$ cat config.mk
export PLATFORM = sky130hd
export DESIGN_NAME = uart_tx_fifo_flat
export DESIGN_NICKNAME = d
export VERILOG_FILES = /design/src/rtl/uart_pkg.sv /design/src/rtl/uart_tx_fifo_if.sv /design/src/rtl/sync_fifo.sv /design/src/rtl/uart_tx_fifo.sv /design/src/flat_wrapper.sv
export SDC_FILE = /design/constraint.sdc
export NUM_CORES = 1
export LEC_CHECK = 0
export CAP_MARGIN = 20
export CORE_ASPECT_RATIO = 0.75
export CORE_UTILIZATION = 50
export DETAILED_ROUTE_END_ITERATION = 12
export PLACE_DENSITY = 0.69
export SYNTH_ARGS = -nofsm -noshare
export SYNTH_HDL_FRONTEND = slang
export SYNTH_HIERARCHICAL = 1
export SYNTH_SLANG_ARGS = --single-unit
$ cat constraint.sdc
create_clock -name clock_50_b7a -period 2.5 [get_ports clock_50_b7a]
set_input_delay 0.25 -clock clock_50_b7a [delete_from_list [all_inputs] [get_ports clock_50_b7a]]
set_output_delay 0.25 -clock clock_50_b7a [all_outputs]
set_load 0.005 [all_outputs]
$ cat src/rtl/uart_pkg.sv
// Shared types and constants for the UART transmit path.
package uart_pkg;

  // Transmit FSM states, also exported on the debug port.
  typedef enum logic [1:0] {
    IDLE  = 2'd0,
    START = 2'd1,
    DATA  = 2'd2,
    STOP  = 2'd3
  } tx_state_t;

  localparam int DATA_BITS  = 8;
  localparam int FRAME_BITS = 10;

  // Clock cycles per bit, rounded to the nearest integer.
  function automatic int calc_div(input int clk_hz, input int baud);
    return (clk_hz + baud / 2) / baud;
  endfunction

endpackage

$ cat src/rtl/uart_tx_fifo_if.sv
// CPU-side write port of the UART transmit stage.
//
// Handshake: wr_en qualifies wr_data for exactly the cycle it is high; the
// byte is taken on that rising edge if full was 0 before the edge. There is
// no back-pressure stall: a write presented while full=1 is dropped and
// latches ovf until reset. busy and full are register-driven.
interface uart_tx_fifo_if;
  logic       wr_en;
  logic [7:0] wr_data;
  logic       full;
  logic       busy;
  logic       ovf;

  modport master (output wr_en, wr_data, input full, busy, ovf);
  modport slave  (input wr_en, wr_data, output full, busy, ovf);
endinterface

$ cat src/rtl/sync_fifo.sv
// Small synchronous FIFO; head data is visible combinationally on dout.
module sync_fifo #(
  parameter int W     = 8,
  parameter int DEPTH = 4,
  localparam int AW   = $clog2(DEPTH)
) (
  input  logic          clk,
  input  logic          rst_n,
  input  logic          push,
  input  logic [W-1:0]  din,
  input  logic          pop,
  output logic [W-1:0]  dout,
  output logic [AW:0]   count,
  output logic          full,
  output logic          empty
);

  logic [W-1:0]  mem [DEPTH];
  logic [AW-1:0] wptr;
  logic [AW-1:0] rptr;
  logic [AW:0]   count_nxt;
  logic          push_ok;
  logic          pop_ok;

  // A push is judged against the registered full flag, so a pop in the same
  // cycle never frees a slot for it.
  assign push_ok = push && !full;
  assign pop_ok  = pop && !empty;
  assign empty   = (count == '0);
  assign dout    = mem[rptr];

  // Next occupancy from the accepted push/pop pair.
  always_comb begin
    count_nxt = count;
    if (push_ok && !pop_ok) count_nxt = count + (AW+1)'(1);
    if (!push_ok && pop_ok) count_nxt = count - (AW+1)'(1);
  end

  // Storage array; contents need no reset since count gates visibility.
  always_ff @(posedge clk) begin
    if (push_ok) mem[wptr] <= din;
  end

  // Pointers, occupancy and the registered full flag.
  always_ff @(posedge clk) begin
    if (!rst_n) begin
      wptr  <= '0;
      rptr  <= '0;
      count <= '0;
      full  <= 1'b0;
    end else begin
      if (push_ok) wptr <= wptr + AW'(1);
      if (pop_ok)  rptr <= rptr + AW'(1);
      count <= count_nxt;
      full  <= (count_nxt == (AW+1)'(DEPTH));
    end
  end

endmodule

$ cat src/rtl/uart_tx_fifo.sv
// Buffered 8N1 serial transmitter: FIFO in front of a bit-timed shift FSM.
module uart_tx_fifo
  import uart_pkg::*;
#(
  parameter int CLK_HZ = 50000000,
  parameter int BAUD   = 115200,
  parameter int DEPTH  = 4
) (
  input  logic                   clock_50_b7a,
  input  logic                   reset,
  uart_tx_fifo_if.slave          bus,
  output logic                   txd,
  output tx_state_t              dbg_state,
  output logic [$clog2(DEPTH):0] dbg_count
);

  localparam int DIV = calc_div(CLK_HZ, BAUD);
  localparam int DW  = (DIV > 1) ? $clog2(DIV) : 1;
  localparam logic [DW-1:0] DIV_M1 = DW'(DIV - 1);

  tx_state_t              state;
  logic [DW-1:0]          div;
  logic [2:0]             bit_idx;
  logic [7:0]             sh;
  logic                   ovf_q;
  logic                   tick;
  logic                   pop;
  logic [7:0]             head;
  logic [$clog2(DEPTH):0] count;
  logic                   full;
  logic                   empty;

  // A bit boundary is the cycle the divider has counted down to zero. The
  // head is taken either from idle or right at the end of a stop bit, so
  // back-to-back frames have no idle gap.
  assign tick = (div == '0);
  assign pop  = !empty && ((state == IDLE) || (state == STOP && tick));

  sync_fifo #(.W(8), .DEPTH(DEPTH)) u_fifo (
    .clk   (clock_50_b7a),
    .rst_n (reset),
    .push  (bus.wr_en),
    .din   (bus.wr_data),
    .pop   (pop),
    .dout  (head),
    .count (count),
    .full  (full),
    .empty (empty)
  );

  assign bus.full  = full;
  assign bus.ovf   = ovf_q;
  assign bus.busy  = (state != IDLE) || !empty;
  assign dbg_state = state;
  assign dbg_count = count;

  // Frame FSM: divider, shift register, registered txd and sticky overflow.
  always_ff @(posedge clock_50_b7a) begin
    if (!reset) begin
      state   <= IDLE;
      div     <= '0;
      bit_idx <= '0;
      sh      <= '0;
      txd     <= 1'b1;
      ovf_q   <= 1'b0;
    end else begin
      if (bus.wr_en && full) ovf_q <= 1'b1;
      case (state)
        IDLE: begin
          txd <= 1'b1;
          if (!empty) begin
            sh    <= head;
            div   <= DIV_M1;
            txd   <= 1'b0;
            state <= START;
          end
        end
        START: begin
          if (tick) begin
            div     <= DIV_M1;
            txd     <= sh[0];
            bit_idx <= '0;
            state   <= DATA;
          end else begin
            div <= div - DW'(1);
          end
        end
        DATA: begin
          if (tick) begin
            div <= DIV_M1;
            if (bit_idx == 3'(DATA_BITS - 1)) begin
              txd   <= 1'b1;
              state <= STOP;
            end else begin
              txd     <= sh[1];
              sh      <= {1'b0, sh[7:1]};
              bit_idx <= bit_idx + 3'd1;
            end
          end else begin
            div <= div - DW'(1);
          end
        end
        STOP: begin
          if (tick) begin
            if (!empty) begin
              sh    <= head;
              div   <= DIV_M1;
              txd   <= 1'b0;
              state <= START;
            end else begin
              state <= IDLE;
            end
          end else begin
            div <= div - DW'(1);
          end
        end
        default: begin
          state <= IDLE;
          txd   <= 1'b1;
        end
      endcase
    end
  end

endmodule
$ cat src/flat_wrapper.sv
// flat-port wrapper written by rule: the top's interface ports become plain ports
module uart_tx_fifo_flat import uart_pkg::*;
#(
  parameter int CLK_HZ = 50000000,
  parameter int BAUD   = 115200,
  parameter int DEPTH  = 4
)
  (clock_50_b7a, reset, txd, dbg_state, dbg_count, bus_wr_en, bus_wr_data, bus_full, bus_busy, bus_ovf);
  uart_tx_fifo_if bus_i ();
  input  logic clock_50_b7a;
  input  logic reset;
  output logic txd;
  output tx_state_t dbg_state;
  output logic [$clog2(DEPTH):0] dbg_count;
  input wire logic [$bits(bus_i.wr_en)-1:0] bus_wr_en;
  input wire logic [$bits(bus_i.wr_data)-1:0] bus_wr_data;
  output wire logic [$bits(bus_i.full)-1:0] bus_full;
  output wire logic [$bits(bus_i.busy)-1:0] bus_busy;
  output wire logic [$bits(bus_i.ovf)-1:0] bus_ovf;
  assign bus_i.wr_en = bus_wr_en;
  assign bus_i.wr_data = bus_wr_data;
  assign bus_full = bus_i.full;
  assign bus_busy = bus_i.busy;
  assign bus_ovf = bus_i.ovf;
  uart_tx_fifo #(.CLK_HZ(CLK_HZ), .BAUD(BAUD), .DEPTH(DEPTH)) u_core (.clock_50_b7a(clock_50_b7a), .reset(reset), .bus(bus_i), .txd(txd), .dbg_state(dbg_state), .dbg_count(dbg_count));
endmodule
==> qor.csv <==
metric;value;unit
maxCapViolCount;0;
fin_area;0.00366;sq mm
criticalPathCategory;reg2out;
met2_usage;27.4;%
fin_cells;372;
pre_cts_ws;0.430;ns
grt_use_met1;28.3;%
synth_area;0.00317;sq mm
r2r_cells;8;
placedCellCount;356;
yosys-mux-area-fraction;7.88;%
io_buffers;19;
cts_resized;0;
dp_hpwl;4090;um
crit_chain;inv_1 -> ha_1 -> ha_1 -> nand2_1 -> clkdlybuf4s50_1;
ant_nets;0;
hold_class;reg2reg;
antenna_found_initial;0;
drtIter0Drc;112;
cp.arrival;2.00;ns
clk_pin_slew_worst_paths;0.07;ns
synth-edff-count;32;
crit_fanout;12;
slew_headroom;53.2;%
routedWlPerCell;15.7;um
worstReg2RegEnd;u_core/u_fifo/full;
ys.flop_type;dfxtp_1;
setup_viol;0;
n_antenna_cell;0;
wirelength;5850;um
fin_crit_sh;90.1;%
holdPathStages;2;
syn_inst;263;
setup_tns;0;ns
dr.pass1.iters;4;
dieArea;0.00667;sq mm
seq_area_frac_synth;51.7;%
die_x;94.0;um
htree_levels;3;
vias_per_cell;5.81;
p_leak;1.30;nW
areaGrowthSynthToFinish;15.4;%
final.setup_skew;0.00785;ns
clock_tree.buffer_depth;2;
rsz0062_at_grt;no;
synthesis.nets;290;
ios;20;
synth_compound_area_share;16.7;%
max_stage_delay;0.52;ns
placed_cell_area;0.00344;sq mm
fmax;444;MHz
cts_buffers;9;
fin_crit;2.25;ns
synth_top_family_by_area;compound AO/OA/AOI/OAI gates;
drive_gt1_share;17.3;%
status;completed;
synthSimpleGateAreaFrac;11.7;%
crit_required;2.25;ns
cts_tree;done;
nNetsFinal;316;
initial_utilization;53.1;%
critPathBufInv;2;
hold_viol;0;
grt_pass1_wl;9780;um
power_density;1250;mW/mm^2
fp.dieH;71.0;um
ys_ff_latch;66;
clk_latency;0.34;ns
grt_usage;19.7;%
end_kind;output port;
cts-root-buf;clkbuf_8;
core;0.00598;sq mm
postCtsSetupRepairBufs;0;
grt_max_degree;16;
met3_usage;7.20;%
worstHoldStart;u_core/bus.ovf;
timing.critical_path.mode_cell;ha_1;
path_delay_family;buffers and inverters;
r2r_start;u_core/dbg_state[1];
ir_worst_vdd;556;uV
floorplan.rows;24;
num_vias;2162;
gp_congestion;0.798;
async_flop_share;0;%
r2r_slack;0.42;ns
synth_xor_area_share;1.66;%
synth_fa_ha_area_share;6.31;%
cp_slowest_cell;clkdlybuf4s50_1;
drv_slew;0;
worst_slew_pin_slew;0.695;ns
yosysWarnings;6;
cts-hold-fix-buffers;0;
first_global_vias;2036;
cp-start-kind;flip-flop;
grt_remaining_overflow;0;
synth.distinct_cells;60;
drc;0;
grt_busiest_layer;met1;
min_to;u_core/bus.ovf;
setup_ws;0.247;ns
synth_area_per_cell;12.1;sq um
timing.hold.ws;0.486;ns
cts_sinks;66;
## worst max-delay path by stage
stage,start,endpoint,depth (start not counted)
after CTS,u_core/u_fifo/count[0],bus_busy,5
after floorplan,u_core/u_fifo/count[0],u_core/sh[1],9
after global placement,u_core/dbg_state[1],u_core/u_fifo/full,8
final,u_core/u_fifo/count[0],bus_busy,5
after global routing,u_core/u_fifo/count[0],bus_busy,5
after detailed placement,u_core/div[1],u_core/bit_idx[2],6
## cell families (layout without fill, tap and decap cells)
| group | Yosys count | in the layout |
|---|---|---|
| XOR/XNOR | 6 | 6 |
| adder cells (fa/ha/maj) | 16 | 16 |
| AO/OA/AOI/OAI | 70 | 70 |
| AND/OR/NAND/NOR | 65 | 65 |
| multiplexers | 15 | 15 |
| flip-flops | 66 | 66 |
| buffers and inverters | 25 | 56 |
## flip-flops by register name, indices dropped and copies added (netlist names), named ones only
register,cells
u_core/u_fifo/mem,32
u_core/div,9
u_core/sh,8
u_core/bit_idx,3
u_core/u_fifo/count,3
u_core/dbg_state,2
u_core/u_fifo/rptr,2
u_core/u_fifo/wptr,2
u_core/bus.ovf,1
u_core/txd,1
u_core/u_fifo/full,1
## area by class of cell
cell class	instances	area (sq um)
clock buffers	9	124
clock inverters	7	93.8
fillers	480	2310
inverters	13	48.8
multi-input cells	172	1410
flip-flops and latches	66	1640
well taps	78	97.6
repair buffers	27	250
## through the flow
stage | utilization, % | power (mW)
finish | 61.3 | 4.59
global route | 61.3 | 4.90
CTS | 61.3 | 4.61
detailed placement | 57.6 | 3.62
global placement | 57.6 | 3.60
floorplan | - | 3.13
## Yosys cell counts, types with 4 or more instances
| cell type | instances | area [sq um] |
|---|---|---|
| nand2_1 | 13 | 48.8 |
| nor2_1 | 13 | 48.8 |
| mux2i_1 | 7 | 70.1 |
| o21ai_0 | 7 | 35.0 |
| xnor2_1 | 5 | 43.8 |
| mux4_2 | 8 | 180 |
| a211oi_1 | 8 | 60.1 |
| o22ai_1 | 4 | 25.0 |
| a21oi_1 | 20 | 100 |
| and2_2 | 4 | 30.0 |
| edfxtp_1 | 32 | 961 |
| nand2b_1 | 4 | 25.0 |
| nand3_1 | 4 | 20.0 |
| ha_1 | 16 | 200 |
| inv_1 | 13 | 48.8 |
| nor3_1 | 7 | 35.0 |
| dfxtp_1 | 34 | 681 |
## layout by cell type (no fill, tap or decap), types with 3 or more instances in the layout
master / count
dfxtp_1: 34
edfxtp_1: 32
a21oi_1: 20
clkdlybuf4s50_1: 19
ha_1: 16
inv_1: 13
nand2_1: 13
nor2_1: 13
clkbuf_8: 9
a211oi_1: 8
buf_4: 8
mux4_2: 8
o21ai_0: 7
nor3_1: 7
mux2i_1: 7
xnor2_1: 5
nand2b_1: 4
o22ai_1: 4
nand3_1: 4
and2_2: 4
o221a_2: 3
and2_1: 3
## power breakdown
| part | leakage, nW | internal (mW) | total, mW | switching (mW) |
|---|---|---|---|---|
| combinational | 0.620 | 0.959 | 2.09 | 1.14 |
| clock | 0.107 | 0.559 | 0.962 | 0.403 |
| sequential | 0.572 | 1.34 | 1.53 | 0.190 |
| total | 1.30 | 2.86 | 4.59 | 1.73 |
## layer usage
metal  wire (um)  up-vias  share of wire [%]
met5           0        -                  0
met4          63        0                1.1
met3         302        6                5.2
met2        2530       54                 43
met1        2950     1046                 50
li1            -     1056                  -
## worst reg2reg max path, cell delays in order (launching register included)
cell      delay [ns]
dfxtp_1         0.42
ha_1            0.42
and3_1          0.27
nor2_1          0.05
nor2_1          0.12
and2b_4         0.20
nand2_1         0.09
and3_1          0.18
o2111a_1        0.22
Power figures use the tool's default switching activity.
